`src/rtl/victim_buffer_nway.sv`:
```
// victim_buffer_nway
//   Fully associative, exclusive victim buffer sitting between L1 and L2.
//   On an L1 miss it takes the missing line address plus an optional evicted
//   L1 line. A buffer hit returns the stored line and swaps the evicted line
//   into that slot. A buffer miss installs the evicted line (writing back a
//   dirty LRU victim first) and fetches the requested line from L2. Fetched
//   lines go straight to L1 and are never allocated here.
// Ports
//   clk, rst_n                 clock, asynchronous active-low reset
//   l1_req/l1_addr             L1 miss request (level) and missing line address
//   l1_evict/l1_eaddr/l1_edata/l1_edirty   optional evicted line
//   l1_resp/l1_rdata/l1_rdirty one-cycle response with the returned line
//   l2_read/l2_write/l2_addr/l2_wdata      L2 request (level until l2_resp)
//   l2_rdata/l2_resp           L2 read data and completion
//   hit_cnt/miss_cnt/wb_cnt    saturating statistics counters
module victim_buffer_nway #(
  parameter int ENTRIES = 4,
  parameter int ADDR_W  = 27,
  parameter int LINE_W  = 256,
  parameter int CNT_W   = 16
) (
  input  logic              clk,
  input  logic              rst_n,
  input  logic              l1_req,
  input  logic [ADDR_W-1:0] l1_addr,
  input  logic              l1_evict,
  input  logic [ADDR_W-1:0] l1_eaddr,
  input  logic [LINE_W-1:0] l1_edata,
  input  logic              l1_edirty,
  output logic              l1_resp,
  output logic [LINE_W-1:0] l1_rdata,
  output logic              l1_rdirty,
  output logic              l2_read,
  output logic              l2_write,
  output logic [ADDR_W-1:0] l2_addr,
  output logic [LINE_W-1:0] l2_wdata,
  input  logic [LINE_W-1:0] l2_rdata,
  input  logic              l2_resp,
  output logic [CNT_W-1:0]  hit_cnt,
  output logic [CNT_W-1:0]  miss_cnt,
  output logic [CNT_W-1:0]  wb_cnt
);
  localparam int IDX_W = (ENTRIES > 1) ? $clog2(ENTRIES) : 1;
  localparam logic [CNT_W-1:0] CNT_MAX = {CNT_W{1'b1}};
  localparam logic [CNT_W-1:0] CNT_ONE = {{(CNT_W-1){1'b0}}, 1'b1};
  localparam logic [IDX_W-1:0] AGE_ONE = {{(IDX_W-1){1'b0}}, 1'b1};
  localparam logic [IDX_W-1:0] AGE_MAX = IDX_W'(ENTRIES - 1);

  typedef enum logic [2:0] {
    S_IDLE   = 3'd0,
    S_LOOKUP = 3'd1,
    S_WB     = 3'd2,
    S_FILL   = 3'd3,
    S_RESP   = 3'd4
  } state_t;

  function automatic logic [CNT_W-1:0] sat_inc(input logic [CNT_W-1:0] c);
    sat_inc = (c == CNT_MAX) ? c : c + CNT_ONE;
  endfunction

  state_t              state_q, state_d;
  logic [ADDR_W-1:0]   req_addr_q, req_addr_d, req_eaddr_q, req_eaddr_d;
  logic [LINE_W-1:0]   req_edata_q, req_edata_d;
  logic                req_evict_q, req_evict_d, req_edirty_q, req_edirty_d;
  logic [IDX_W-1:0]    tgt_q, tgt_d;
  logic [ENTRIES-1:0]  valid_q, valid_d, dirty_q, dirty_d;
  logic [ADDR_W-1:0]   tag_q [ENTRIES];
  logic [ADDR_W-1:0]   tag_d [ENTRIES];
  logic [LINE_W-1:0]   data_q [ENTRIES];
  logic [LINE_W-1:0]   data_d [ENTRIES];
  logic [IDX_W-1:0]    age_q [ENTRIES];
  logic [IDX_W-1:0]    age_d [ENTRIES];
  logic [LINE_W-1:0]   rdata_q, rdata_d;
  logic                rdirty_q, rdirty_d;
  logic [CNT_W-1:0]    hit_cnt_q, hit_cnt_d, miss_cnt_q, miss_cnt_d, wb_cnt_q, wb_cnt_d;
  logic                l1_resp_q, l1_resp_d, l2_read_q, l2_read_d, l2_write_q, l2_write_d;
  logic [ADDR_W-1:0]   l2_addr_q, l2_addr_d;
  logic [LINE_W-1:0]   l2_wdata_q, l2_wdata_d;

  logic                hit_any_s, hit_s, ematch_s, inv_s, install_s;
  logic [IDX_W-1:0]    hit_idx_s, ematch_idx_s, inv_idx_s, lru_idx_s, inst_idx_s;

  // Associative search: request tag, evict tag, lowest free slot and LRU slot.
  always_comb begin
    hit_any_s    = 1'b0;
    hit_idx_s    = {IDX_W{1'b0}};
    ematch_s     = 1'b0;
    ematch_idx_s = {IDX_W{1'b0}};
    inv_s        = 1'b0;
    inv_idx_s    = {IDX_W{1'b0}};
    lru_idx_s    = {IDX_W{1'b0}};
    // Walking downward lets the lowest matching index win.
    for (int i = ENTRIES - 1; i >= 0; i--) begin
      hit_idx_s    = (valid_q[i] && tag_q[i] == req_addr_q) ? IDX_W'(i) : hit_idx_s;
      hit_any_s    = hit_any_s | (valid_q[i] && tag_q[i] == req_addr_q);
      ematch_idx_s = (valid_q[i] && tag_q[i] == req_eaddr_q) ? IDX_W'(i) : ematch_idx_s;
      ematch_s     = ematch_s | (valid_q[i] && tag_q[i] == req_eaddr_q);
      inv_idx_s    = !valid_q[i] ? IDX_W'(i) : inv_idx_s;
      inv_s        = inv_s | !valid_q[i];
      lru_idx_s    = (age_q[i] == AGE_MAX) ? IDX_W'(i) : lru_idx_s;
    end
    // Evicting the very line being requested forces the miss path.
    hit_s = hit_any_s && !(req_evict_q && (req_eaddr_q == req_addr_q));
  end

  // Next-state, buffer update and registered-output computation.
  always_comb begin
    state_d      = state_q;
    req_addr_d   = req_addr_q;
    req_eaddr_d  = req_eaddr_q;
    req_edata_d  = req_edata_q;
    req_evict_d  = req_evict_q;
    req_edirty_d = req_edirty_q;
    tgt_d        = tgt_q;
    valid_d      = valid_q;
    dirty_d      = dirty_q;
    tag_d        = tag_q;
    data_d       = data_q;
    age_d        = age_q;
    rdata_d      = rdata_q;
    rdirty_d     = rdirty_q;
    hit_cnt_d    = hit_cnt_q;
    miss_cnt_d   = miss_cnt_q;
    wb_cnt_d     = wb_cnt_q;
    install_s    = 1'b0;
    inst_idx_s   = tgt_q;

    case (state_q)
      S_IDLE: begin
        if (l1_req) begin
          req_addr_d   = l1_addr;
          req_evict_d  = l1_evict;
          req_eaddr_d  = l1_eaddr;
          req_edata_d  = l1_edata;
          req_edirty_d = l1_edirty;
          state_d      = S_LOOKUP;
        end else begin
          state_d = S_IDLE;
        end
      end
      S_LOOKUP: begin
        if (hit_s) begin
          rdata_d   = data_q[hit_idx_s];
          rdirty_d  = dirty_q[hit_idx_s];
          hit_cnt_d = sat_inc(hit_cnt_q);
          state_d   = S_RESP;
          if (req_evict_q) begin
            install_s  = 1'b1;
            inst_idx_s = hit_idx_s;
          end else begin
            valid_d[hit_idx_s] = 1'b0;
          end
        end else begin
          miss_cnt_d = sat_inc(miss_cnt_q);
          if (!req_evict_q) begin
            state_d = S_FILL;
          end else begin
            tgt_d = ematch_s ? ematch_idx_s : (inv_s ? inv_idx_s : lru_idx_s);
            // Only a valid dirty LRU victim needs a write-back; an address
            // match is simply overwritten.
            if (!ematch_s && !inv_s && dirty_q[lru_idx_s]) begin
              state_d = S_WB;
            end else begin
              install_s  = 1'b1;
              inst_idx_s = tgt_d;
              state_d    = S_FILL;
            end
          end
        end
      end
      S_WB: begin
        if (l2_resp) begin
          install_s  = 1'b1;
          inst_idx_s = tgt_q;
          wb_cnt_d   = sat_inc(wb_cnt_q);
          state_d    = S_FILL;
        end else begin
          state_d = S_WB;
        end
      end
      S_FILL: begin
        if (l2_resp) begin
          rdata_d  = l2_rdata;
          rdirty_d = 1'b0;
          state_d  = S_RESP;
        end else begin
          state_d = S_FILL;
        end
      end
      S_RESP:  state_d = S_IDLE;
      default: state_d = S_IDLE;
    endcase

    // Install the captured evicted line and promote it to MRU: every entry
    // younger than the target ages by one, keeping ages a permutation.
    for (int i = 0; i < ENTRIES; i++) begin
      tag_d[i]   = (install_s && inst_idx_s == IDX_W'(i)) ? req_eaddr_q  : tag_d[i];
      data_d[i]  = (install_s && inst_idx_s == IDX_W'(i)) ? req_edata_q  : data_d[i];
      dirty_d[i] = (install_s && inst_idx_s == IDX_W'(i)) ? req_edirty_q : dirty_d[i];
      valid_d[i] = (install_s && inst_idx_s == IDX_W'(i)) ? 1'b1         : valid_d[i];
      age_d[i]   = (install_s && inst_idx_s == IDX_W'(i)) ? {IDX_W{1'b0}} :
                   (install_s && age_q[i] < age_q[inst_idx_s]) ? age_q[i] + AGE_ONE : age_q[i];
    end

    // Outputs are decoded from the next state so they leave a flop directly.
    l1_resp_d  = (state_d == S_RESP);
    l2_read_d  = (state_d == S_FILL);
    l2_write_d = (state_d == S_WB);
    l2_addr_d  = (state_d == S_WB)   ? tag_q[tgt_d] :
                 (state_d == S_FILL) ? req_addr_q   : {ADDR_W{1'b0}};
    l2_wdata_d = (state_d == S_WB)   ? data_q[tgt_d] : {LINE_W{1'b0}};
  end

  // State, buffer contents, counters and output registers.
  always_ff @(posedge clk or negedge rst_n) begin
    if (!rst_n) begin
      state_q      <= S_IDLE;
      req_addr_q   <= {ADDR_W{1'b0}};
      req_eaddr_q  <= {ADDR_W{1'b0}};
      req_edata_q  <= {LINE_W{1'b0}};
      req_evict_q  <= 1'b0;
      req_edirty_q <= 1'b0;
      tgt_q        <= {IDX_W{1'b0}};
      valid_q      <= {ENTRIES{1'b0}};
      dirty_q      <= {ENTRIES{1'b0}};
      for (int i = 0; i < ENTRIES; i++) begin
        tag_q[i]  <= {ADDR_W{1'b0}};
        data_q[i] <= {LINE_W{1'b0}};
        age_q[i]  <= IDX_W'(i);
      end
      rdata_q    <= {LINE_W{1'b0}};
      rdirty_q   <= 1'b0;
      hit_cnt_q  <= {CNT_W{1'b0}};
      miss_cnt_q <= {CNT_W{1'b0}};
      wb_cnt_q   <= {CNT_W{1'b0}};
      l1_resp_q  <= 1'b0;
      l2_read_q  <= 1'b0;
      l2_write_q <= 1'b0;
      l2_addr_q  <= {ADDR_W{1'b0}};
      l2_wdata_q <= {LINE_W{1'b0}};
    end else begin
      state_q      <= state_d;
      req_addr_q   <= req_addr_d;
      req_eaddr_q  <= req_eaddr_d;
      req_edata_q  <= req_edata_d;
      req_evict_q  <= req_evict_d;
      req_edirty_q <= req_edirty_d;
      tgt_q        <= tgt_d;
      valid_q      <= valid_d;
      dirty_q      <= dirty_d;
      tag_q        <= tag_d;
      data_q       <= data_d;
      age_q        <= age_d;
      rdata_q      <= rdata_d;
      rdirty_q     <= rdirty_d;
      hit_cnt_q    <= hit_cnt_d;
      miss_cnt_q   <= miss_cnt_d;
      wb_cnt_q     <= wb_cnt_d;
      l1_resp_q    <= l1_resp_d;
      l2_read_q    <= l2_read_d;
      l2_write_q   <= l2_write_d;
      l2_addr_q    <= l2_addr_d;
      l2_wdata_q   <= l2_wdata_d;
    end
  end

  assign l1_resp   = l1_resp_q;
  assign l1_rdata  = rdata_q;
  assign l1_rdirty = rdirty_q;
  assign l2_read   = l2_read_q;
  assign l2_write  = l2_write_q;
  assign l2_addr   = l2_addr_q;
  assign l2_wdata  = l2_wdata_q;
  assign hit_cnt   = hit_cnt_q;
  assign miss_cnt  = miss_cnt_q;
  assign wb_cnt    = wb_cnt_q;
endmodule
```
`config.mk`:
```
export PLATFORM = sky130hd
export DESIGN_NAME = victim_buffer_nway
export DESIGN_NICKNAME = d
export VERILOG_FILES = /design/src/rtl/victim_buffer_nway.sv
export SDC_FILE = /design/constraint.sdc
export NUM_CORES = 2
export LEC_CHECK = 0
export BUFFER_PORTS_ARGS = -buffer_cell sky130_fd_sc_hd__buf_4
export CORE_AREA = 2 2 447 449
export DETAILED_ROUTE_END_ITERATION = 6
export DIE_AREA = 0 0 449 451
export PLACE_DENSITY = 0.67
export SLEW_MARGIN = 20
export SYNTH_ARGS = -nofsm -noshare
export SYNTH_HDL_FRONTEND = slang
export SYNTH_SLANG_ARGS = --single-unit
```
`constraint.sdc`:
```
create_clock -name clk -period 10.2 [get_ports clk]
set_clock_uncertainty 0.05 [all_clocks]
set_input_delay 0.51 -clock clk [delete_from_list [all_inputs] [get_ports clk]]
set_output_delay 0.51 -clock clk [all_outputs]
set_load 0.02 [all_outputs]
```
==> impl_metrics.tcl <==
set metrics [dict create \
    syn_to_final_growth_pct 25.8 \
    yosysMostFrequentCell "dfrtp_1" \
    arrival_ns 6.82 \
    fill_cells 15610 \
    clk_latency_ns 0.91 \
    die_w_um 449 \
    ys.flop_type "dfrtp_1" \
    drt_iter0_drc 5367 \
    setup_tns_ns 0 \
    multi_input_area_mm2 0.0393 \
    fin_crit_ns 6.14 \
    drv_slew 0 \
    hp-class "primary input to register" \
    clock-root-buffer "clkbuf_16" \
    synth_common_cells "dfrtp_1 (2052), mux2_2 (1202), clkbuf_1 (307)" \
    crit_type "register to register" \
    gp_congestion 0.980 \
    postCtsSetupBuffers 0 \
    drtPass1Iterations 6 \
    num_rows 164 \
    antenna_found_initial 35 \
    grt_overflow 0 \
    drc 0 \
    synthArstFlopShare_pct 100 \
    cts_tree "built" \
    clk_path_buf_depth 3 \
    ir_drop_mv 0.244 \
    fp.coreArea_mm2 0.198 \
    wl_met3_um 17900 \
    end_kind "register" \
    nets 8877 \
    initial_core_util_pct 47.0 \
    dieArea_mm2 0.202 \
    htree_levels 4 \
    routed.top_layer "met5" \
    wirelength_met1_um 122000 \
    avgSynthCellArea_um2 13.7 \
    drtAntennaViolNets 0 \
    avgViaCountPerCell 5.84 \
    met2_wirelength_um 144000 \
    wl_per_cell_um 26.9 \
    synth_largest_area_cell "dfrtp_1" \
    syn_inst 6814 \
    grt_pass1_wl_um 447000 \
    clkTransAtPathRegs_ns 0.06 \
    fin_hold_ws_ns 0.114 \
    fin_util_pct 59.1 \
    ios 1163 \
    synth_top_area_share_pct 55.2 \
    synth_cell_types 68 \
    grt_setup_unrepaired "no" \
    grt_max_degree 199 \
    cp-start-kind "register" \
    synthesis.area_mm2 0.0931 \
    status "complete, no violations" \
    slew_headroom_pct 13.8 \
    tightest_slew_ns 1.29 \
    leakage_nw 51.1 \
    num_vias 65094 \
    drive_gt1_share_pct 36.6 \
    clock_sinks 2056 \
    min_period_over_period_pct 60.2 \
    finalHoldViolations 0 \
    die_y_um 451 \
    seq_area_frac_synth_pct 55.3 \
    critPathRequiredTime_ns 10.88 \
    setup_viol 0 \
    grt_pass1_vias 66806 \
    numCtsBuffers 214 \
    power-per-cell-area_mw_per_mm2 311 \
    fmaxAchievable_mhz 163 \
    io_buffers 1162 \
    synth_nets 7393 \
    wirelength_um 300000 \
    yosysWarnings 0 \
    dp.final_hpwl_um 187000 \
    max_cap_viol_count 0 \
    seqCellArea_mm2 0.0515 \
    synthTopCellsByArea "dfrtp_1 (55%), mux2_2 (15%), mux4_2 (6.8%)" \
    synth_edf_count 0 \
    track_usage_pct 29.1 \
    critPathMaxFanout 101 \
    synth_seq_cells 2056 \
]
per-layer routing:
metal / GRT usage, % / vias to the layer above
met2: 46.3 / 2206
met5: 0 / -
li1: - / 28074
met4: 14.7 / 12
met3: 5.50 / 602
met1: 38.2 / 34200
critical path: stages (launching register included):
cell and delay, ns:
dfrtp_1 0.51, xnor2_1 0.68, nand4_1 0.25, nor4_1 0.41
nand4_1 0.48, a41oi_4 0.53, nor2_2 0.20, a31oi_4 0.46
inv_2 0.12, nor3_4 0.75, buf_4 0.36, buf_12 0.53
mux2_1 0.39
report_power, final:
part	switching [mW]	leakage, nW	internal, mW
registers	3.17	25.7	11.7
clock network	3.42	3.60	4.64
logic	7.04	21.8	6.48
timing repair:
| action | CTS | global route |
|---|---|---|
| gates resized for setup | 0 | 0 |
| hold buffers | 567 | 0 |
| endpoints found under the hold margin | 734 | 0 |
cell usage in the layout (no fill, tap or decap), drive strengths merged, types with 7 or more instances in the layout:
cell         instances
mux4               283
nor4                50
ha                   7
dlygate4sd3        567
mux2              1453
nor2b                8
dfrtp             2052
buf               1243
nand3               31
diode               27
o211ai             256
o21ai              269
xnor2              161
xor2               126
nand2               38
nor3                18
clkinv              47
clkbuf             319
a31oi               10
a21oi              265
nand4               64
inv                 26
nor2               287
mux2i              261
bufinv              13
a22o                27
and2               261
a22oi              256
a211oi               7
final timing paths:
check                                  end  slack (ns)            from  cells after the start
max                            data_q[601]        4.06  req_addr_q[18]                     12
min                            req_evict_q        0.11        l1_evict                      3
max reg2reg                    data_q[601]        4.06  req_addr_q[18]                     12
min reg2reg                    hit_cnt[11]        0.45     hit_cnt[11]                      1
max in group asynchronous      data_q[484]        7.02           rst_n                      5
min in group asynchronous  req_edata_q[40]        0.32           rst_n                      2
stage by stage:
stage	setup WS (ns)	area, µm²	power [mW]	instances
6_report	4.06	117000	36.4	11155
5_1_grt	3.91	117000	38.2	11150
4_1_cts	4.18	117000	36.5	11124
3_5_place_dp	4.25	104000	28.1	10167
3_3_place_gp	4.19	104000	27.7	10167
2_1_floorplan	6.43	93100	22.5	6814
cell type report:
cell class / instances / area share (%)
flip-flops and latches: 2056 / 43.9
multi-input cells: 4197 / 33.6
repair buffers: 1810 / 13.2
clock buffers: 319 / 5.41
well taps: 2656 / 2.84
clock inverters: 71 / 0.854
inverters: 19 / 0.0609
diodes: 27 / 0.0577
flip-flops by register name, summed over array words and instances, names as in the netlist, 2 cells and up:
name / count
wb_cnt: 16
tgt_q: 2
l2_addr: 27
l2_wdata: 256
valid_q: 4
req_edata_q: 256
dirty_q: 4
miss_cnt: 16
state_q: 3
tag_q: 108
req_eaddr_q: 27
age_q: 8
l1_rdata: 256
data_q: 1024
req_addr_q: 27
hit_cnt: 16
cell families (layout without fill, tap and decap cells):
family | count (synthesis) | after routing | synth area share, %
AOI/OAI and AO/OA | 1115 | 1115 | 7.65
DFF | 2056 | 2056 | 55.3
xor gates and xnor gates | 287 | 287 | 2.70
and+or+nand+nor | 791 | 791 | 4.46
muxes | 1997 | 1997 | 27.2
adders and majority gates | 7 | 7 | 0.0941
buffers and inverters | 561 | 2219 | 2.59
other | 0 | 27 | 0
Note: power is estimated with default switching activity, not from simulation.
